`config.mk`:
```
export PLATFORM = sky130hd
export DESIGN_NAME = bitmap_index_drain
export DESIGN_NICKNAME = d
export VERILOG_FILES = /design/src/rtl/bitmap_index_drain.sv
export SDC_FILE = /design/constraint.sdc
export NUM_CORES = 1
export LEC_CHECK = 0
export CAP_MARGIN = 20
export CORE_MARGIN = 2
export CORE_UTILIZATION = 40
export DETAILED_ROUTE_END_ITERATION = 8
export HOLD_SLACK_MARGIN = 0.06
export PLACE_DENSITY = 0.76
export SLEW_MARGIN = 5
export SYNTH_ARGS = -nofsm -noshare
export SYNTH_HDL_FRONTEND = slang
export SYNTH_SLANG_ARGS = --single-unit
```
`constraint.sdc`:
```
create_clock -name clk -period 5.3 [get_ports clk]
set_clock_uncertainty 0.15 [all_clocks]
set_input_delay 1.59 -clock clk [delete_from_list [all_inputs] [get_ports clk]]
set_output_delay 1.59 -clock clk [all_outputs]
set_load 0.1 [all_outputs]
```
`src/rtl/bitmap_index_drain.sv`:
```
// Iterative priority encoder: drains a multi-hot bitmap into one index per output beat.
// Optional BITMAP_DRAIN_COUNT_EN adds out_remaining (bits left to emit, including the current beat).
module bitmap_index_drain #(
  parameter int WIDTH     = 64,
  parameter int LSB_FIRST = 1,
  parameter int TAG_WIDTH = 8,
  localparam int IW = (WIDTH > 1) ? $clog2(WIDTH) : 1,
  localparam int CW = $clog2(WIDTH + 1)
) (
  input  logic                 clk,
  input  logic                 rst,
  input  logic [WIDTH-1:0]     in_bitmap,
  input  logic [TAG_WIDTH-1:0] in_tag,
  input  logic                 in_valid,
  output logic                 in_ready,
  output logic [IW-1:0]        out_index,
  output logic [TAG_WIDTH-1:0] out_tag,
  output logic                 out_last,
  output logic                 out_empty,
`ifdef BITMAP_DRAIN_COUNT_EN
  output logic [CW-1:0]        out_remaining,
`endif
  output logic                 out_valid,
  input  logic                 out_ready
);

  typedef enum logic [1:0] {
    IDLE  = 2'd0,
    DRAIN = 2'd1,
    EMPTY = 2'd2
  } state_t;

  state_t               state_reg, state_next;
  logic [WIDTH-1:0]     h_reg, h_next;
  logic [TAG_WIDTH-1:0] tag_reg, tag_next;

  logic [WIDTH-1:0]     sel;
  logic [IW-1:0]        enc_idx;
  logic                 one_left;
  logic                 last_int;
  logic                 ready_int;
  logic                 accept;

  // One-hot select of the winning bit: set, and no higher-priority bit set.
  genvar gi;
  generate
    for (gi = 0; gi < WIDTH; gi++) begin : g_sel
      if (LSB_FIRST != 0) begin : g_lsb
        if (gi == 0) begin : g_edge
          assign sel[gi] = h_reg[gi];
        end else begin : g_mid
          assign sel[gi] = h_reg[gi] & ~(|h_reg[gi-1:0]);
        end
      end else begin : g_msb
        if (gi == WIDTH - 1) begin : g_edge
          assign sel[gi] = h_reg[gi];
        end else begin : g_mid
          assign sel[gi] = h_reg[gi] & ~(|h_reg[WIDTH-1:gi+1]);
        end
      end
    end
  endgenerate

  // sel is one-hot (or zero), so OR-ing the indices yields the binary position.
  always_comb begin
    enc_idx = '0;
    for (int i = 0; i < WIDTH; i++) begin
      if (sel[i]) begin
        enc_idx = enc_idx | IW'(i);
      end
    end
  end

  assign one_left  = (h_reg != '0) && ((h_reg & ~sel) == '0);
  assign last_int  = (state_reg == EMPTY) || ((state_reg == DRAIN) && one_left);
  assign ready_int = !rst && ((state_reg == IDLE) || (last_int && out_ready));
  assign accept    = in_valid && ready_int;

  always_comb begin
    state_next = state_reg;
    h_next     = h_reg;
    tag_next   = tag_reg;
    case (state_reg)
      DRAIN: begin
        if (out_ready) begin
          h_next = h_reg & ~sel;
          if (one_left) begin
            state_next = IDLE;
          end
        end
      end
      EMPTY: begin
        if (out_ready) begin
          state_next = IDLE;
        end
      end
      default: ;
    endcase
    // A load on the final beat overrides the drain-to-IDLE transition.
    if (accept) begin
      h_next     = in_bitmap;
      tag_next   = in_tag;
      state_next = (in_bitmap != '0) ? DRAIN : EMPTY;
    end
  end

  always_ff @(posedge clk) begin
    if (rst) begin
      state_reg <= IDLE;
      h_reg     <= '0;
      tag_reg   <= '0;
    end else begin
      state_reg <= state_next;
      h_reg     <= h_next;
      tag_reg   <= tag_next;
    end
  end

`ifdef BITMAP_DRAIN_COUNT_EN
  logic [CW-1:0] rem_reg, rem_next;

  function automatic logic [CW-1:0] popcount(input logic [WIDTH-1:0] v);
    logic [CW-1:0] c;
    c = '0;
    for (int i = 0; i < WIDTH; i++) begin
      c = c + CW'(v[i]);
    end
    return c;
  endfunction

  always_comb begin
    rem_next = rem_reg;
    if ((state_reg == DRAIN) && out_ready) begin
      rem_next = rem_reg - CW'(1);
    end
    if (accept) begin
      rem_next = popcount(in_bitmap);
    end
  end

  always_ff @(posedge clk) begin
    if (rst) begin
      rem_reg <= '0;
    end else begin
      rem_reg <= rem_next;
    end
  end

  assign out_remaining = rst ? '0 : rem_reg;
`endif

  // Outputs are forced quiet while reset is held, not only after the reset edge.
  assign in_ready  = ready_int;
  assign out_valid = !rst && (state_reg != IDLE);
  assign out_last  = !rst && last_int;
  assign out_empty = !rst && (state_reg == EMPTY);
  assign out_index = (!rst && (state_reg == DRAIN)) ? enc_idx : '0;
  assign out_tag   = rst ? '0 : tag_reg;

endmodule

```
==> key figures, run 1 <==
Worst setup path
  • Worst reg2reg endpoint: tag_reg[4]
  • CP max-delay cell: or4_4
  • Setup crit start kind: flop
  • Type of the setup path with the least slack: reg -> out
  • Critical Path AT: around 3.6 ns
  • Maximum fanout count along the critical path: 3
  • R2R setup slack: about 0.85 ns
  • Path depth of the worst reg2reg path: 11
  • Capturing element type of the critical path: output pin
  • Ordered cell list for the critical path: or4_4 > or3_4 > or4_4 > buf_4 > a221oi_4 > nand4_1 > buf_4 > nor4_4 > nor2_2 > nor2_4 > buf_12
  • Worst reg2reg path startpoint: h_reg[16]
  • Crit path largest cell delay: between 0.5 and 0.6 ns
  • Worst endpoint required time: approximately 3.6 ns

Die
  • Initial cell density of the core: 0.409
  • Area of the core: 14500 µm²
  • Chip width: ~130 µm
  • Num ports: 94
  • Cell row count: 44
  • Vertical die dimension: roughly 130 µm
  • DIE AREA: 15900 µm²

Routing
  • Count of TritonRoute iterations in the first routing pass: 6
  • Number of DRC markers in iteration 0: 986
  • Overall routed net length: 24600 µm
  • # DRC: 0
  • DR vias/cell: slightly below 7
  • Count of antenna-violating nets left after detailed routing: 0
  • Via Count: approximately 7300
  • Wire per inst: around 23 µm

Synthesis
  • Post-Syn Nets: around 870
  • Avg Cell Area, Syn: around 7.5 µm²
  • Top post-synthesis cells by area: dfxtp_1, a32oi_1, nand2_1
  • Number of flops mapped to enable cells by yosys: 0
  • Number of warnings printed during yosys synthesis: 0
  • Synth area leader: dfxtp_1
  • Share of synthesized flip-flops with an asynchronous set or reset: 0
  • Area share of the leading cell type in the synthesized netlist: 0.249
  • Sequential-to-total area share from yosys stat: 0.249
  • Syn Inst Count: 795
  • Total of flip-flops plus latches after synthesis: 74
  • Post-synthesis instance area: 5950 µm²
  • Flip-flop cell with the highest count after synthesis: dfxtp_1
  • Number of distinct library cell variants in the gate-level netlist after synthesis: 60

Finish
  • Filler cells: ~1400
  • Max FFs per register: 64
  • Share of final-layout standard cells stronger than drive strength 1: 0.192
  • Total inserted antenna cells: 0
  • Commonest non-fill, non-tap cell in the layout: buf_4
  • Commonest cells after routing, fill and taps aside: buf_4, nand2_1, clkdlybuf4s50_1
  • Area Overhead vs Synth: 36.7%
  • Post-layout net count: 978

CTS
  • Clk pin slew, worst setup/hold paths: roughly 0.060 ns
  • CTS buffer count: 9
  • Cell at the root of the clock tree: clkbuf_16
  • CTS tree: built
  • Post-CTS Hold Buffers: 0
  • Sinks on Clock Net: 74
  • Maximum level of the CTS H-tree: 3
  • Maximum buffer depth of the clock tree: 2
  • Clock latency on the worst-skew pair: 0.35 ns

Power
  • Part of the power in the clock network: 0.321
  • Total Power Consumption: between 1500 and 2000 µW
  • Internal power summed over all cells: 1280 µW
  • Combinational share of power: 0.348
  • Total leakage power: approximately 0.0029 µW
  • Relative contribution of sequential cells to total power: 0.331
  • IR Drop Worst-Case VDD: about 0.22 mV
  • Net switching fraction of the power: 0.359
  • NetSw: slightly above 700 µW
  • Pwr per Cell Area: 245 nW/µm²

STA
  • Setup violation total in the final timing report: 1
  • Final hold vios: 0
  • Share of the cycle needed by the critical path after routing: 1.00
  • Final critical-path required period: around 5.3 ns
  • Slew Limit Headroom: 0.349
  • Worst slew pin tran: slightly below 1 ns
  • Maximum operating frequency: 0.189 GHz
  • Unrepaired setup endpoints after global routing: yes
  • Number of max-slew violations in the final report: 0
  • Worst hold slack: roughly 0.39 ns
  • Final WS setup: -0.00454 ns

GRT
  • First-pass GRT wire length: about 38000 µm
  • Total gr overflow: 0
  • Pin count of the biggest net entering global routing: 81
  • Total global routing track utilization: 0.302
  • Number of global-route vias before repair: between 6000 and 7000
  • Initial antenna violation count: 0

Placed design
  • IO Port Bufs: 93
  • Detailed placement HPWL: around 18000 µm
  • Last weighted congestion value of the routability-driven placer: between 1 and 1.5

Worst hold path
  • Hold_sp: state_reg[1]
  • Classification of the worst-slack hold path: reg -> reg
  • Instance count along the most critical hold path: 2
  • Worst Hold Endpoint: state_reg[1]

Run status
  • Violations in the final reports: setup timing
  • Outcome: finished, violations left

Job
  • Number of max-capacitance violations reported: 0
metrics by stage:
stage	setup WS [ns]	util	setup TNS [ns]	cells	instance area (µm²)
2_1_floorplan	-0.373	-	-1.15	795	6010
3_3_place_gp	0.205	0.523	0	1071	7600
3_5_place_dp	0.175	0.523	0	1071	7600
4_1_cts	-0.000985	0.555	-0.000985	1090	8070
5_1_grt	-0.123	0.560	-0.229	1090	8130
6_report	-0.00454	0.560	-0.00454	1090	8130
power groups by stage:
stage               Clock, µW  Sequential [µW]  Combinational, µW
global route              663              664                736
global placement            0              659                634
finish                    639              658                692
detailed placement          0              660                637
floorplan                   0              641                379
CTS                       640              654                670
Yosys cell counts, drive strengths merged, types with 22 or more instances:
master,n
inv,22
o21ai,43
a32oi,59
nor3,24
nand2,77
o221ai,25
nand3,53
clkbuf,56
nor4,45
nor2,54
a31oi,22
dfxtp,74
how the worst max path moves through the flow:
stage | startpoint | endpoint | slack [ns] | cells after the start
finish | h_reg[16] | in_ready | -0.005 | 11
global route | h_reg[16] | in_ready | -0.12 | 11
CTS | h_reg[16] | in_ready | -0.001 | 11
detailed placement | h_reg[16] | in_ready | 0.17 | 12
global placement | h_reg[12] | out_last | 0.21 | 12
floorplan | h_reg[5] | out_index[0] | -0.37 | 9
repair_timing:
action | in CTS | in global routing
cloned | 0 | 0
setup endpoints to repair | 4 | 5
pin swaps | 12 | 7
setup buffers | 4 | 0
gates resized for setup | 32 | 11
layer usage:
layer,wire length [µm],global-route usage,vias to the layer above
li1,-,-,3386
met1,10500,0.417,3472
met2,11000,0.470,430
met3,2450,0.0692,56
met4,618,0.0944,0
met5,0,0,-
critical path, delay by kind of cell, from the launching register on:
| kind | cells | cell delay [ns] |
|---|---|---|
| AOI/OAI and AO/OA | 1 | 0.29 |
| DFF | 1 | 0.34 |
| and+or+nand+nor | 7 | 2.04 |
| buffers and inverters | 3 | 0.54 |
logic make-up after synthesis:
logic type,share of synthesized area
and+or+nand+nor,0.309
DFF,0.249
adders and majority gates,0.00505
buffers and inverters,0.0730
muxes,0.0168
AOI/OAI and AO/OA,0.347
area by class of cell:
cell class | count | area [µm²] | area share
multi-input cells | 623 | 4320 | 0.531
repair buffers | 172 | 1720 | 0.211
flip-flops and latches | 74 | 1490 | 0.184
clock buffers | 11 | 243 | 0.0298
well taps | 184 | 230 | 0.0283
inverters | 22 | 82.6 | 0.0102
clock inverters | 4 | 51.3 | 0.00631
No activity file was read; power rests on OpenSTA's default activity.
==> run 2, diff against run 1 <==
Settings changed: ABC_CLOCK_PERIOD_IN_PS set to 5300, CTS_CLUSTER_DIAMETER set to 80.
==> results of run 2 <==
No change in the layout: final DEF, timing and power equal those of run 1.
==> RTL change 1 (flow settings as in run 1) <==
`h_reg` no longer has a reset.
--- a/src/rtl/bitmap_index_drain.sv
+++ b/src/rtl/bitmap_index_drain.sv
@@ -108,11 +108,13 @@
     if (rst) begin
       state_reg <= IDLE;
-      h_reg     <= '0;
       tag_reg   <= '0;
     end else begin
       state_reg <= state_next;
-      h_reg     <= h_next;
       tag_reg   <= tag_next;
     end
+  end
+
+  always_ff @(posedge clk) begin
+    h_reg <= h_next;
   end
 
Function: not settled (the Yosys comparison gave no result); the edit may change what the design does.
==> RTL change 1 against run 1 <==
Die area decreased by 6.8%. Largest power group is now registers. Sequential share of layout area is 7.7 points higher. Synthesized cell count shrank 18%. Cell area grew 0.25%. Setup slack better by 81 ps. Non-clock buffer count is 40 higher. Area after synthesis down 7.1%. Maximum frequency grew 1.5%. Critical endpoint is now out_last. Routed wire length decreased by 6.2%. Power is 1.6% lower. Sequential cell count unchanged. Hold slack improved by 170 ps. Highest routed layer unchanged.
==> RTL change 1: results (changes against run 1) <==
| Metric | Value |
|---|---|
| Cts repair resizes | 9 (-72%) |
| Syn Nets | 727 (-17%) |
| Post-CTS Setup Inserts | 16 (+12) |
| Share of layout cells above drive strength 1 | 26.1% (+6.9 points) |
| Status | complete, no violations |
| Yosys cell types | 66 (+10%) |
| Vias per cell | 6.04 (-10%) |
| HPWL Detailed | 18100 um (+1.7%) |
| Final GP Congestion | 1.00 (-3.3%) |
| Sw frac | 29.9% (-6.0 points) |
| Peak VDD IR | 0.135 mV (-39%) |
| Final WL | 23100 um (-6.2%) |
| Post-Place Cell Area | 7430 um^2 (-2.3%) |
| Critical Path Fanout Max | 8 (+5) |
| CP arrival | 3480 ps (-80 ps) |
| Post-synth EDFFs | 64 (+64) |
| Crit path max-delay cell type | edfxtp_1 |
| GRT Total Usage | 31.4% (+1.2 points) |
| Part of the Yosys area used for sequential elements | 38.4% (+13 points) |
| Drt pass-1 iters | 5 (-1) |
| Synth top cells by count | inv_1 (73), o21ai_0 (68), edfxtp_1 (64) |
| Register area | 2120 um^2 (+42%) |
| First-pass GRT wire length | 34400 um (-9.8%) |
| Drt initial violations | 750 (-24%) |
| Fillers | 1183 (-15%) |
| Pre-CTS WS | 200 ps (+25.5 ps) |
RTL change 1: cell count changes after synthesis, moves of 20 or more:
cell | run 1 | this run
clkbuf_1 | 56 | 33
inv_1 | 22 | 73
o21ai_0 | 43 | 68
nand2_1 | 77 | 26
o32a_1 | 20 | 0
a32oi_1 | 59 | 2
dfxtp_1 | 74 | 10
edfxtp_1 | 0 | 64
RTL change 1: cell type report:
| type | instances | area share (%) |
|---|---|---|
| Clock inverter | 6 | 1.29 |
| Tap cell | 176 | 2.70 |
| Inverter | 73 | 3.36 |
| Timing Repair Buffer | 212 | 24.9 |
| Clock buffer | 10 | 2.81 |
| Sequential cell | 74 | 26.0 |
| Multi-Input combinational cell | 461 | 38.9 |
RTL change 1: tightest hold or removal path, stage by stage (launching register included):
cell and delay [ps]:
dfxtp_1 370, a22oi_1 190, a211oi_1 80
RTL change 1: power by group through the flow:
stage | registers, uW | logic [uW] | clock network, uW
after floorplan | 765 | 232 | 0
after global placement | 786 | 425 | 0
after detailed placement | 789 | 431 | 0
after CTS | 776 | 446 | 717
after global routing | 786 | 501 | 737
final | 780 | 469 | 708
RTL change 1: final timing paths:
check / startpoint / endpoint / slack [ps] / cells past startpoint
worst max-delay path: h_reg[41] / out_last / 80 / 11
worst min-delay path: state_reg[1] / state_reg[1] / 550 / 2
worst max register to register: h_reg[45] / h_reg[30] / 1100 / 13
worst min register to register: state_reg[1] / state_reg[1] / 550 / 2
RTL change 1: metal layers:
layer | wire length [um] | vias to the layer above | GRT usage, %
li1 | - | 2833 | -
met2 | 10500 | 333 | 48.9
met3 | 1980 | 40 | 6.51
met1 | 9740 | 2910 | 42.6
met5 | 0 | - | 0
met4 | 797 | 0 | 13.4
==> RTL change 2 (flow settings as in run 1) <==
Made on the original files. Add a define of `BITMAP_DRAIN_COUNT_EN`.
--- a/src/rtl/bitmap_index_drain.sv
+++ b/src/rtl/bitmap_index_drain.sv
@@ -1,4 +1,6 @@
 // Iterative priority encoder: drains a multi-hot bitmap into one index per output beat.
 // Optional BITMAP_DRAIN_COUNT_EN adds out_remaining (bits left to emit, including the current beat).
+`define BITMAP_DRAIN_COUNT_EN
+
 module bitmap_index_drain #(
   parameter int WIDTH     = 64,
New outputs: out_remaining. Function: not settled (the Yosys comparison gave no result); the edit may change what the design does.
==> RTL change 2 against run 1 <==
Sequential cell count increased by 7. Routed wire length increased by 18%. Largest cell class unchanged. Area after synthesis grew 25%. Setup slack lost 1900 ps. Power increased to 3.6 times the old value. Critical path depth increased by 12. The flow still finishes with violations (negative setup slack). Die area is 25% higher. Cell area is 26% higher.
==> RTL change 2: results (changes against run 1) <==
| Metric | Value |
|---|---|
| Pin count of the biggest net entering global routing | 76 (-6.2%) |
| Drt initial violations | 920 (-6.7%) |
| Async set-reset flop share out of synthesis | 0% (unchanged) |
| Buffers on Ports | 100 (+7.5%) |
| Final setup vio count | 13 (+12) |
| Share of layout cells above drive strength 1 | 31.0% (+12 points) |
| DR WL/cell | 21.5 um (-4.8%) |
| Sw Pwr | 3150 uW (+340%) |
| Yosys cell types | 78 (+30%) |
| Status | complete, but fails checks |
| Lkg Pwr | 0.00418 uW (+46%) |
| Crit path max-delay cell type | fa_2 |
| Synth top cells by count | inv_1 (105), dfxtp_1 (81), nor2_1 (68) |
| Peak VDD IR | 1.57 mV (+600%) |
| Critical Path Fanout Max | 2 (-1) |
| Top-count cell post-synth | inv_1 |
| Failing checks | negative setup slack |
| CP max stage delay | 570 ps (+30 ps) |
| GRT Total Usage | 29.2% (-1.0 points) |
| CP top delay family | adder cells |
| Synth area leaders | dfxtp_1 (22%), fa_1 (14%), inv_1 (5.3%) |
| First-pass GRT wire length | 44900 um (+18%) |
| Via Count | 8141 (+11%) |
| Syn Nets | 1056 (+21%) |
| Worst Slack Setup Final | -1930 ps (-1930 ps) |
| Final #Nets | 1268 (+30%) |
| Initial antenna violation count | 1 (+1) |
| HPWL Detailed | 22700 um (+28%) |
| Part of the Yosys area used for sequential elements | 21.7% (-3.2 points) |
| Drt pass-1 iters | 5 (-1) |
| Worst-Margin Slew | 866 ps (-101 ps) |
| Final GP Congestion | 1.03 (-1.1%) |
-- RTL change 2: cell types whose count changed in the layout (fill, tap and decap cells not counted), sizes merged, moves of 17 or more --
cell                  run 1  this run
a21oi                    18        43
a32oi                    59         2
buf                      97       206
clkdlybuf4s50            75        41
fa                        0        54
ha                        0        17
inv                      23       107
nand2                    77        38
nand3                    53        27
nand4                    10        28
o21ai                    43        62
o221ai                   25         5
o31ai                     4        39
o32a                     20         2
-- RTL change 2: path summary, 6_finish.rpt --
check,cells after the start,from,endpoint,slack [ps]
worst max-delay path,23,in_bitmap[47],rem_reg[4],-1930
worst min-delay path,2,tag_reg[5],tag_reg[5],330
worst max register to register,11,h_reg[26],rem_reg[2],640
worst min register to register,2,tag_reg[5],tag_reg[5],330
-- RTL change 2: area by class of cell --
type	instances	area [um^2]
fill	1604	7910
multi-input combinational	658	5430
timing repair buffer	266	2210
sequential	81	1620
inverter	105	394
tap	229	287
clock buffer	10	239
clock inverter	6	48.8
-- RTL change 2: stage by stage --
stage	instances	setup TNS, ps	instance area, um^2	worst slack, ps
after floorplan	909	-12600	7640	-1880
after detailed placement	1329	-16540	9820	-2650
after global placement	1329	-16090	9820	-2540
after global routing	1355	-14100	10200	-2090
final	1355	-12330	10200	-1930
after CTS	1350	-12550	10200	-1930
-- RTL change 2: what timing repair did --
action,CTS,global route
setup buffers,5,5
resized for setup,114,31
pin swaps,54,33
setup endpoints to repair,13,13
-- RTL change 2: cells by family after synthesis --
kind of cell	Yosys count	synth area share [%]
AOI/OAI and AO/OA	269	27.3
buffers and inverters	170	9.46
muxes	1	0.134
DFF	81	21.7
and+or+nand+nor	307	22.8
adders and majority gates	72	17.5
xor gates and xnor gates	9	1.06
-- RTL change 2: worst reg2reg max path: stages, from the launching register on --
cell	delay, ps
dfxtp_2	320
or4_4	540
or4_4	450
or4_4	510
or4_4	500
a221o_1	390
nor4_4	240
a41o_2	260
buf_4	430
nand2_4	90
buf_4	340
o41ai_2	370
-- RTL change 2: metal layers --
layer	wire length (um)	GRT usage, %	vias to the layer above
met5	13	0	-
met4	1360	13.2	2
met3	2420	5.23	82
met2	13100	46.2	420
met1	12200	39.2	3848
li1	-	-	3789
-- RTL change 2: power groups by stage --
stage                     sequential [uW]  combinational [uW]  clock [uW]
after floorplan                       724                3340           0
after global placement                730                4660           0
after detailed placement              732                4900           0
after CTS                             718                5060         614
after global routing                  727                6210         631
final                                 721                5730         613
